$ cat config.mk
export PLATFORM = sky130hd
export DESIGN_NAME = counter_ts_extender
export DESIGN_NICKNAME = d
export VERILOG_FILES = /design/src/rtl/counter_ts_extender.sv
export SDC_FILE = /design/constraint.sdc
export NUM_CORES = 1
export LEC_CHECK = 0
export CAP_MARGIN = 0
export CORE_MARGIN = 5
export CORE_UTILIZATION = 49
export CTS_CLUSTER_DIAMETER = 200
export DETAILED_ROUTE_END_ITERATION = 12
export MAX_ROUTING_LAYER = met4
export PLACE_DENSITY_LB_ADDON = 0.12
export SLEW_MARGIN = 40
export SYNTH_ARGS = -nofsm -noshare
export SYNTH_HDL_FRONTEND = slang
export SYNTH_SLANG_ARGS = --single-unit
export TNS_END_PERCENT = 1
$ cat constraint.sdc
create_clock -name clk -period 3.5 [get_ports clk]
set_clock_uncertainty 0.1 [all_clocks]
set_input_delay 1.05 -clock clk [delete_from_list [all_inputs] [get_ports clk]]
set_output_delay 1.05 -clock clk [all_outputs]
set_load 0.05 [all_outputs]
$ cat src/rtl/counter_ts_extender.sv
// Timestamp extender: widens an 8-bit counter with an overflow-driven high word,
// serves snapshots over valid/ready, and pulses on a compare match.
module counter_ts_extender #(
  parameter int unsigned CNT_WIDTH = 8,
  parameter int unsigned HI_WIDTH  = 16
) (
  input  logic                          clk,
  input  logic                          Reset,
  input  logic [CNT_WIDTH-1:0]          counter,
  input  logic                          OV,
  input  logic                          CLR,
  input  logic                          snap_req,
  output logic                          ts_valid,
  input  logic                          ts_ready,
  output logic [HI_WIDTH+CNT_WIDTH-1:0] ts_data,
  output logic                          snap_drop,
  output logic                          hi_wrap,
  input  logic                          cmp_en,
  input  logic [HI_WIDTH+CNT_WIDTH-1:0] cmp_value,
  output logic                          cmp_hit
);

  localparam int unsigned TS_W = HI_WIDTH + CNT_WIDTH;

  localparam logic [1:0] IDLE       = 2'd0;
  localparam logic [1:0] VALID      = 2'd1;
  localparam logic [1:0] VALID_PEND = 2'd2;

  logic [HI_WIDTH-1:0] hi;
  logic [HI_WIDTH-1:0] hi_live;
  logic [TS_W-1:0]     ts_live;
  logic                ov_d;
  logic                ov_rise;
  logic                match;
  logic                match_d;

  logic [1:0]          state;
  logic [1:0]          state_nxt;
  logic                valid_nxt;
  logic                pending;
  logic                pending_nxt;
  logic                capture;
  logic                drop_nxt;

  assign ov_rise = OV & ~ov_d;

  // Live timestamp: pre-apply this cycle's overflow so a just-wrapped counter reads correctly
  always_comb begin
    hi_live = CLR ? '0 : hi + HI_WIDTH'(ov_rise);
    ts_live = {hi_live, counter};
  end

  // High word, overflow edge detector and sticky wrap flag; CLR dominates
  always_ff @(posedge clk or negedge Reset) begin
    if (!Reset) begin
      hi      <= '0;
      ov_d    <= 1'b0;
      hi_wrap <= 1'b0;
    end else if (CLR) begin
      hi      <= '0;
      ov_d    <= 1'b0;
      hi_wrap <= 1'b0;
    end else begin
      ov_d <= OV;
      if (ov_rise) begin
        hi <= hi + HI_WIDTH'(1);
        if (hi == '1) hi_wrap <= 1'b1;
      end
    end
  end

  // Snapshot handshake next-state logic with a one-deep pending request
  always_comb begin
    state_nxt   = state;
    valid_nxt   = ts_valid;
    pending_nxt = pending;
    capture     = 1'b0;
    drop_nxt    = 1'b0;
    case (state)
      IDLE: begin
        if (snap_req) begin
          capture   = 1'b1;
          valid_nxt = 1'b1;
          state_nxt = VALID;
        end
      end
      VALID: begin
        if (ts_ready) begin
          if (snap_req) begin
            capture = 1'b1;
          end else begin
            valid_nxt = 1'b0;
            state_nxt = IDLE;
          end
        end else if (snap_req) begin
          pending_nxt = 1'b1;
          state_nxt   = VALID_PEND;
        end
      end
      VALID_PEND: begin
        // Pending slot is full, so any new request here is discarded
        drop_nxt = snap_req;
        if (ts_ready) begin
          capture     = 1'b1;
          pending_nxt = 1'b0;
          state_nxt   = VALID;
        end
      end
      default: begin
        state_nxt   = IDLE;
        valid_nxt   = 1'b0;
        pending_nxt = 1'b0;
      end
    endcase
  end

  // Snapshot FSM state and registered handshake outputs
  always_ff @(posedge clk or negedge Reset) begin
    if (!Reset) begin
      state     <= IDLE;
      ts_valid  <= 1'b0;
      pending   <= 1'b0;
      snap_drop <= 1'b0;
      ts_data   <= '0;
    end else begin
      state     <= state_nxt;
      ts_valid  <= valid_nxt;
      pending   <= pending_nxt;
      snap_drop <= drop_nxt;
      if (capture) ts_data <= ts_live;
    end
  end

  assign match = cmp_en & (ts_live == cmp_value);

  // Compare pulse on the rising edge of a match only
  always_ff @(posedge clk or negedge Reset) begin
    if (!Reset) begin
      match_d <= 1'b0;
      cmp_hit <= 1'b0;
    end else begin
      match_d <= match;
      cmp_hit <= match & ~match_d;
    end
  end

endmodule

==> reports/metrics.cfg, run 1 <==
[status]
outcome=finished, final reports clean

[logic_synthesis]
synth_compound_area_frac=0.101
avgSynthCellArea_um2=10.0
async_flop_share=1.00
ys_ff_latch=48
yosysMostFrequentCell=dfrtp_1
synth_warnings=0
synthXorXnorAreaFrac=0.131
yosys-top-cells-area=dfrtp_1, mux2_2, xnor2_1
synth_fa_ha_area_frac=0.0139
muxShareOfSynthArea=0.0815
synth_cell_types=44
synth-edff-count=0
synthesis.nets=311
synth_area_um2=2700
synth_top_family_by_area=simple AND/OR/NAND/NOR gates
synthFlopType=dfrtp_1
syn_inst=269
netlist.area_leader.share=0.444
synth_top_cell_by_area=dfrtp_1
synthSimpleGateAreaFrac=0.192
synth-seq-area-share=0.444
synth_common_cells=dfrtp_1, nor2_1, xnor2_1

[routing]
drtIter0Drc=108
wl_mm=6.48
via_count=2242
routed_via_density=5.25
ant_nets=0
drc=0
drtPass1Iterations=4
wl_per_cell_um=15.2

[global_route]
grt_pass1_vias=2249
grt_max_degree=31
grt.total_usage=0.196
grt_overflow=0
antenna_found_initial=0
grt_pass1_wl_mm=11.0

[worst_hold_path]
min-delay-start=match_d
min_path_type=register to register
hold_path_depth=1
worst_hold_path.endpoint=cmp_hit

[worst_setup_path]
cp_cell_sequence=dlygate4sd2_1, nor2b_4, ha_4, buf_4, nand3_4, or4_4, a21oi_4, xor2_1, nor4_1, nand4_1, nor4bb_1
crit_family=simple AND/OR/NAND/NOR gates
r2r_end=cmp_hit
crit_path_max_fanout=5
crit_path_max_incr_delay_ns=0.57
critical_path_required_ns=3.61
crit_path_start_kind=input pin
reg2reg_setup_slack_ns=0.79
worstPathArrival_ns=3.38
rr_worst_depth=7
cp_num_cells=11
end_kind=register
critical-path-slowest-cell=or4_4
r2r_start=hi[5]
crit_type=input pin to register
path_buf_inv=2

[timing]
slew_violations=0
maxSlewHeadroom=0.647
hold_viol=0
max_freq_ghz=0.306
worst_slew_pin_slew_ns=0.528
post-route-period-util=0.932
setup_viol_count_final=0
min_period_ns=3.26
finalSetupTns_ns=0
rsz0062_at_grt=no

[pwr]
p_int_uw=889
power_mw=1.32
p_comb_frac=0.287
clkPwrFrac=0.247
netSwitchingFraction=0.327
powerDensity_nw_per_um2=355
ir_worst_vdd_mv=0.257
switching_power_uw=433
power.leakage_nw=1.52
seq_power_share=0.466

[floorplanning]
initial_core_util=0.497
io_pins=67
core_area_um2=5440
die_h_um=84.3
fp.dieArea_um2=7100
die_w_um=84.3
fp-row-count=27

[clock_tree]
clk_latency_ns=0.31
htreeDepth=2
postCtsHoldBufs=0
clockBufferDepth=2
cts_sinks=48
cts_made_buffers=5
cts-root-buf=clkbuf_8
tritoncts=yes
clk_pin_slew_ns=0.09

[finish]
antenna_cells=0
area_delta_synth_final_pct=37.7
drive_gt1_frac=0.180
fillCellCount=459
nets=397

[placed_design]
portBuffers=66
dp_hpwl_mm=5.00
place.gp.congestion=0.846

[run]
max_cap_viol_count=0

==> metrics by stage <==
| step | util | instance area [um^2] | std cells | setup WS [ns] | hold slack, ns |
|---|---|---|---|---|---|
| detailed placement | 0.651 | 3540 | 415 | -0.442 | 0.304 |
| CTS | 0.684 | 3720 | 427 | 0.264 | 0.314 |
| global route | 0.684 | 3720 | 427 | 0.000862 | 0.338 |
| global placement | 0.651 | 3540 | 415 | -0.306 | 0.295 |
| finish | 0.684 | 3720 | 427 | 0.236 | 0.313 |
| floorplan | - | 2700 | 269 | 0.00550 | 0.283 |
==> logic make-up after synthesis <==
logic type	Yosys count
AOI/OAI and AO/OA	43
DFF	48
adders and majority gates	3
xor gates and xnor gates	39
and+or+nand+nor	98
muxes	20
buffers and inverters	18
==> area by class of cell <==
type / count / area, um^2 / area share
clock inverters: 2 / 12.5 / 0.00336
clock buffers: 5 / 68.8 / 0.0185
well taps: 72 / 90.1 / 0.0242
multi-input cells: 203 / 1470 / 0.395
repair buffers: 95 / 872 / 0.234
flip-flops and latches: 48 / 1200 / 0.323
inverters: 2 / 7.51 / 0.00202
==> worst register-to-register path: stages (launching register included) <==
cell and delay [ns]:
dfrtp_1 0.56, nand4_1 0.35, or4_4 0.59, a21oi_4 0.15, xor2_1 0.08, nor4_1 0.32, nand4_1 0.17, nor4bb_1 0.30
==> metal layers <==
layer | up-vias | part of all wire | track usage
met5 | - | 0 | -
met4 | 0 | 0.010 | 0.0482
met3 | 7 | 0.042 | 0.0402
met2 | 44 | 0.48 | 0.317
met1 | 1066 | 0.47 | 0.254
li1 | 1125 | - | -
==> how the worst max path moves through the flow <==
stage,start,end,slack [ns]
after global routing,OV,cmp_hit,0.0009
after CTS,OV,cmp_hit,0.26
after floorplan,OV,cmp_hit,0.006
final,OV,cmp_hit,0.24
after detailed placement,OV,cmp_hit,-0.44
after global placement,OV,cmp_hit,-0.31
==> registers in the layout, summed over array words and instances, names as in the netlist <==
| register | flops |
|---|---|
| ts_data | 24 |
| snap_drop | 1 |
| hi | 16 |
| match_d | 1 |
| ts_valid | 1 |
| ov_d | 1 |
| hi_wrap | 1 |
| cmp_hit | 1 |
| state | 2 |
==> what timing repair did <==
item,4_1_cts,5_1_grt
resized for setup,13,0
endpoints found under the setup margin,1,0
setup buffers,5,0
==> power groups by stage <==
stage	sequential, mW	clock, mW	combinational [mW]
2_1_floorplan	0.740	0	0.107
5_1_grt	0.623	0.354	0.402
3_3_place_gp	0.625	0	0.377
3_5_place_dp	0.627	0	0.379
4_1_cts	0.617	0.334	0.383
6_report	0.616	0.327	0.379
==> cell usage in the layout, fill, tap and decap left out, types with 2 or more instances in the layout <==
master / Yosys / final
nand4_1: 10 / 10
nor2b_1: 7 / 6
nand2_1: 16 / 16
dfrtp_1: 48 / 48
mux2i_1: 4 / 4
a22o_1: 2 / 2
or4_1: 4 / 3
nor2_1: 29 / 29
buf_4: 2 / 29
a21oi_1: 8 / 6
nand2b_1: 3 / 3
o31ai_2: 0 / 2
o21ai_0: 15 / 15
o31ai_1: 4 / 2
inv_1: 2 / 2
nand3_1: 5 / 5
xor2_1: 18 / 18
a21boi_0: 2 / 2
mux2_2: 16 / 16
nor3_1: 4 / 4
or3_1: 8 / 8
a21o_1: 3 / 3
xnor2_1: 20 / 20
clkbuf_8: 0 / 5
clkdlybuf4s50_1: 0 / 64
ha_1: 3 / 2
nor4_1: 6 / 5
No activity file was read; power rests on OpenSTA's default activity.
==> run 2, diff against run 1 <==
Settings changed: RECOVER_POWER from default to 50.
==> run 2 against run 1 <==
Global-route usage is the same. Register-to-register slack barely moved. Wire length is essentially flat. Power is 0.20% lower. Clock power about the same. Sequential share of layout area grew 0.13 points. Via count is 0.22% lower. First-iteration DRC count is 21% higher. Critical path depth unchanged. Die area unchanged. Sequential power about the same.
==> reports/metrics.cfg, run 2 (synthesis gave the netlist of run 1 again) <==
[worst_setup_path]
crit_path_max_fanout=5  ; unchanged
crit_type=input pin to register
critical_path_required_ns=3.61  ; about the same
crit_path_start_kind=input pin
worstPathArrival_ns=3.37  ; about the same
end_kind=register

[finish]
finish.utilization=0.682  ; -0.00276
mostFrequentLayoutCell=clkdlybuf4s50_1
stdcell_count=427  ; unchanged
drive_gt1_frac=0.169  ; -0.0113
area_delta_synth_final_pct=37.2
seq_area_um2=1200  ; unchanged
largest_reg_flops=24  ; unchanged
largest-register=ts_data
final_area_um2=3710  ; -0.40%
reg_top3=ts_data: 24 flops, hi: 16 flops, state: 2 flops
fillCellCount=461  ; +0.44%
nets=397  ; unchanged
multiInputGateArea_um2=1470  ; unchanged
mostFrequentLayoutCells=clkdlybuf4s50_1, dfrtp_1, nor2_1
antenna_cells=0  ; unchanged

[global_route]
grt.total_usage=0.196  ; unchanged
grt_overflow=0  ; unchanged
grt_pass1_vias=2249  ; unchanged
grt_max_degree=31  ; unchanged
grt_pass1_wl_mm=11.0  ; unchanged
antenna_found_initial=0  ; unchanged

[floorplanning]
io_pins=67  ; unchanged
die_w_um=84.3  ; unchanged
fp.dieArea_um2=7100  ; unchanged
die_h_um=84.3  ; unchanged
core_area_um2=5440  ; unchanged
fp-row-count=27  ; unchanged
initial_core_util=0.497  ; unchanged

[routing]
routed_via_density=5.24  ; -0.22%
ant_nets=0  ; unchanged
drtIter0Drc=131  ; +21%
drtPass1Iterations=4  ; unchanged
wl_mm=6.48  ; about the same
wl_per_cell_um=15.2  ; about the same
drc=0  ; unchanged
via_count=2237  ; -0.22%

[timing]
setup_viol_count_final=0  ; unchanged
maxSlewHeadroom=0.318  ; -0.329
max_freq_ghz=0.307  ; +0.17%
rsz0062_at_grt=no
hold_viol=0  ; unchanged
post-route-period-util=0.931  ; -0.00162
finalSetupTns_ns=0  ; unchanged
slew_violations=0  ; unchanged
hold_ws_ns=0.313  ; -0.0000100 ns
setup_ws_ns=0.242  ; +0.00566 ns
worst_slew_pin_slew_ns=1.02  ; +0.495 ns
min_period_ns=3.26  ; -0.00566 ns

[clock_tree]
tritoncts=yes
cts-root-buf=clkbuf_8
htreeDepth=2  ; unchanged
cts_made_buffers=5  ; unchanged
cts_sinks=48  ; unchanged
clk_pin_slew_ns=0.09  ; about the same
clockBufferDepth=2  ; unchanged
postCtsHoldBufs=0  ; unchanged
clk_latency_ns=0.31  ; about the same

[worst_hold_path]
min_path_type=register to register

[status]
outcome=finished, final reports clean

[pwr]
power.leakage_nw=1.51  ; -0.97%
ir_worst_vdd_mv=0.257  ; about the same
powerDensity_nw_per_um2=356  ; +0.20%
power_mw=1.32  ; -0.20%

[placed_design]
pre_cts_slack_ns=-0.442  ; unchanged
portBuffers=66  ; unchanged
place.gp.congestion=0.846  ; unchanged
dp_hpwl_mm=5.00  ; unchanged
dp_cells=415  ; unchanged
place_area_um2=3540  ; unchanged

[run]
max_cap_viol_count=0  ; unchanged

run 2: final cells by class:
class,count,share of cell area
Inverter,2,0.00202
Multi-Input combinational cell,203,0.397
Tap cell,72,0.0243
Clock buffer,5,0.0186
Clock inverter,2,0.00337
Sequential cell,48,0.324
Timing Repair Buffer,95,0.231
run 2: routing by layer:
metal  share of wire  GRT usage  routed length [um]
met2            0.48      0.317                3090
met5               0          -                   0
met4           0.010     0.0482                  68
met1            0.47      0.254                3050
met3           0.041     0.0402                 267
run 2: worst paths after layout:
kind	startpoint	endpoint	slack [ns]	cells after the start
hold / removal	match_d	cmp_hit	0.31	1
min in group asynchronous	Reset	hi[15]	0.79	1
setup / recovery	OV	cmp_hit	0.24	11
max in group asynchronous	Reset	hi[13]	1.24	2
setup reg to reg	hi[5]	cmp_hit	0.79	7
hold reg to reg	match_d	cmp_hit	0.31	1
run 2: where the power goes:
group / internal (mW) / leakage [nW] / switching [mW] / total (mW)
logic: 0.160 / 0.828 / 0.217 / 0.377
clock network: 0.136 / 0.0400 / 0.191 / 0.326
registers: 0.592 / 0.642 / 0.0241 / 0.616
run 2: what timing repair did:
item                       in CTS  in global routing
buffers inserted                5                  0
setup endpoints to repair       1                  0
resized for setup              13                  0
run 2: worst max-delay path, stage by stage:
cell and delay [ns]:
dlygate4sd2_1 0.22, nor2b_4 0.17, ha_4 0.14, buf_4 0.11
nand3_4 0.09, or4_4 0.57, a21oi_4 0.15, xor2_1 0.08
nor4_1 0.32, nand4_1 0.17, nor4bb_1 0.30
==> run 3, diff against run 2 <==
==> constraint.sdc (replaced) <==
create_clock -name clk -period 3.5 [get_ports clk]
set_clock_uncertainty 0.1 [all_clocks]
set_input_delay 1.05 -clock clk [delete_from_list [all_inputs] [get_ports clk]]
set_output_delay 1.05 -clock clk [all_outputs]
set_load 0.1 [all_outputs]
==> run 3 against run 2 <==
Setup slack worse by 0.017 ns. Clock power fell by 2%. First-iteration DRC count increased by 6.1%. Non-clock buffer count fell by 1. Critical path depth increased by 1. Register-to-register slack got worse by 0.06 ns. Sequential power about the same. Wire length increased by 2.0%. Utilization is 1.6 points lower. Maximum frequency fell by 0.51%. Critical endpoint unchanged.
==> reports/metrics.cfg, run 3 (synthesis gave the netlist of run 1 again) <==
[status]
outcome=finished, final reports clean

[placed_design]
portBuffers=66  ; unchanged
dp_hpwl_mm=5.09  ; +1.7%
place.gp.congestion=0.860  ; +1.7%

[floorplanning]
fp.dieArea_um2=7100  ; unchanged
die_h_um=84.3  ; unchanged
core_area_um2=5440  ; unchanged
die_w_um=84.3  ; unchanged
io_pins=67  ; unchanged
fp-row-count=27  ; unchanged
initial_core_util=0.497  ; unchanged

[routing]
drtIter0Drc=139  ; +6.1%
top_layer_used=met4
dr_wl_met2_mm=3.19  ; +3.2%
wl_met3_um=338  ; +27%
routed_via_density=5.41  ; +3.3%
via_count=2305  ; +3.0%
wl_per_cell_um=15.5  ; +2.2%
drc=0  ; unchanged
wirelength_met1_mm=2.99  ; -2.0%
ant_nets=0  ; unchanged
wl_mm=6.61  ; +2.0%
drtPass1Iterations=4  ; unchanged

[timing]
slew_violations=0  ; unchanged
maxSlewHeadroom=0.209  ; -0.109
finalSetupTns_ns=0  ; unchanged
hold_viol=0  ; unchanged
setup_viol_count_final=0  ; unchanged
post-route-period-util=0.936  ; +0.00477
rsz0062_at_grt=no
max_freq_ghz=0.305  ; -0.51%
hold_ws_ns=0.321  ; +0.00733 ns
min_period_ns=3.27  ; +0.0167 ns
worst_slew_pin_slew_ns=1.19  ; +0.169 ns

[global_route]
grt_pass1_wl_mm=10.7  ; -2.2%
grt_pass1_vias=2245  ; -0.18%
grt_overflow=0  ; unchanged
grt.total_usage=0.192  ; -0.00446
antenna_found_initial=0  ; unchanged
grt_max_degree=31  ; unchanged

[worst_setup_path]
crit_path_max_fanout=5  ; unchanged
crit_top_cell=buf_4
crit_family=simple AND/OR/NAND/NOR gates
crit_type=input pin to register
crit_path_max_incr_delay_ns=0.41  ; -0.16 ns
critical_path_required_ns=3.61  ; about the same
path_buf_inv=3  ; +1
rr_worst_depth=11  ; +4
worstPathArrival_ns=3.38  ; about the same
end_kind=register
crit_path_start_kind=input pin
cp_cell_sequence=dlymetal6s2s_1, nor2b_1, ha_4, buf_4, nand3_4, buf_4, or4_1, mux2i_1, o221ai_1, nor4_1, nand4_1, nor4bb_1
cp_num_cells=12  ; +1
critical-path-slowest-cell=or4_1

[pwr]
ir_worst_vdd_mv=0.413  ; +61%
power_mw=1.42  ; +7.9%
power.leakage_nw=1.53  ; +1.5%
powerDensity_nw_per_um2=393  ; +10%

[clock_tree]
clk_pin_slew_ns=0.09  ; about the same
cts_sinks=48  ; unchanged
clk_latency_ns=0.30  ; about the same
clockBufferDepth=2  ; unchanged
htreeDepth=2  ; unchanged
tritoncts=yes
postCtsHoldBufs=0  ; unchanged
cts-root-buf=clkbuf_8
cts_made_buffers=5  ; unchanged

[finish]
reg_top3=ts_data: 24 flops, hi: 16 flops, state: 2 flops
largest-register=ts_data
antenna_cells=0  ; unchanged
largest_reg_flops=24  ; unchanged
drive_gt1_frac=0.240  ; +0.0711
fillCellCount=446  ; -3.3%
mostFrequentLayoutCell=buf_4
mostFrequentLayoutCells=buf_4, dfrtp_1, clkdlybuf4s50_1
nets=396  ; -0.25%
area_delta_synth_final_pct=34.0

[worst_hold_path]
min_path_type=register to register
hold_path_depth=1  ; unchanged

[run]
max_cap_viol_count=0  ; unchanged

[run 3: cell types whose count changed in the layout (fill, tap and decap cells not counted), sizes merged]
cell and delta:
clkbuf +1, clkdlybuf4s50 -29, buf +26, dlymetal6s2s +1
dlygate4sd2 -1, dlygate4sd3 +1
[run 3: report_power, final]
group / internal [mW] / leakage [nW] / switching, mW
combinational: 0.145 / 0.850 / 0.344
sequential: 0.592 / 0.642 / 0.0243
clock: 0.136 / 0.0400 / 0.182
[run 3: area by class of cell]
cell class	count	area, um^2	area share
multi-input combinational	203	1460	0.404
sequential	48	1200	0.332
timing repair buffer	94	779	0.215
tap	72	90.1	0.0249
clock buffer	5	68.8	0.0190
clock inverter	2	12.5	0.00346
inverter	2	7.51	0.00207
[run 3: metal layers]
metal | vias up | track usage
met1 | 1118 | 0.258
met2 | 61 | 0.298
met5 | - | -
met3 | 9 | 0.0451
met4 | 0 | 0.0395
li1 | 1117 | -
[run 3: repair_timing]
action / 4_1_cts / 5_1_grt
cloned: 0 / 0
setup endpoints to repair: 1 / 2
gates resized for setup: 2 / 11
hold endpoints to repair: 0 / 0
setup buffers: 0 / 1
pin swaps: 2 / 6
[run 3: path summary, 6_finish.rpt]
| path | to | startpoint | slack [ns] |
|---|---|---|---|
| max | cmp_hit | OV | 0.23 |
| max reg2reg | cmp_hit | ov_d | 0.73 |
| max in group asynchronous | ts_data[19] | Reset | 1.17 |
| min | cmp_hit | match_d | 0.32 |
| min reg2reg | cmp_hit | match_d | 0.32 |
| min in group asynchronous | hi[5] | Reset | 0.83 |
[run 3: per-stage QoR]
stage / worst slack (ns) / instance area [um^2] / util / std cells
after floorplan: 0.00550 / 2700 / - / 269
after global placement: -0.324 / 3490 / 0.642 / 418
after CTS: 0.00809 / 3580 / 0.658 / 425
after detailed placement: -0.363 / 3490 / 0.642 / 418
after global routing: 0.134 / 3620 / 0.666 / 426
final: 0.225 / 3620 / 0.666 / 426
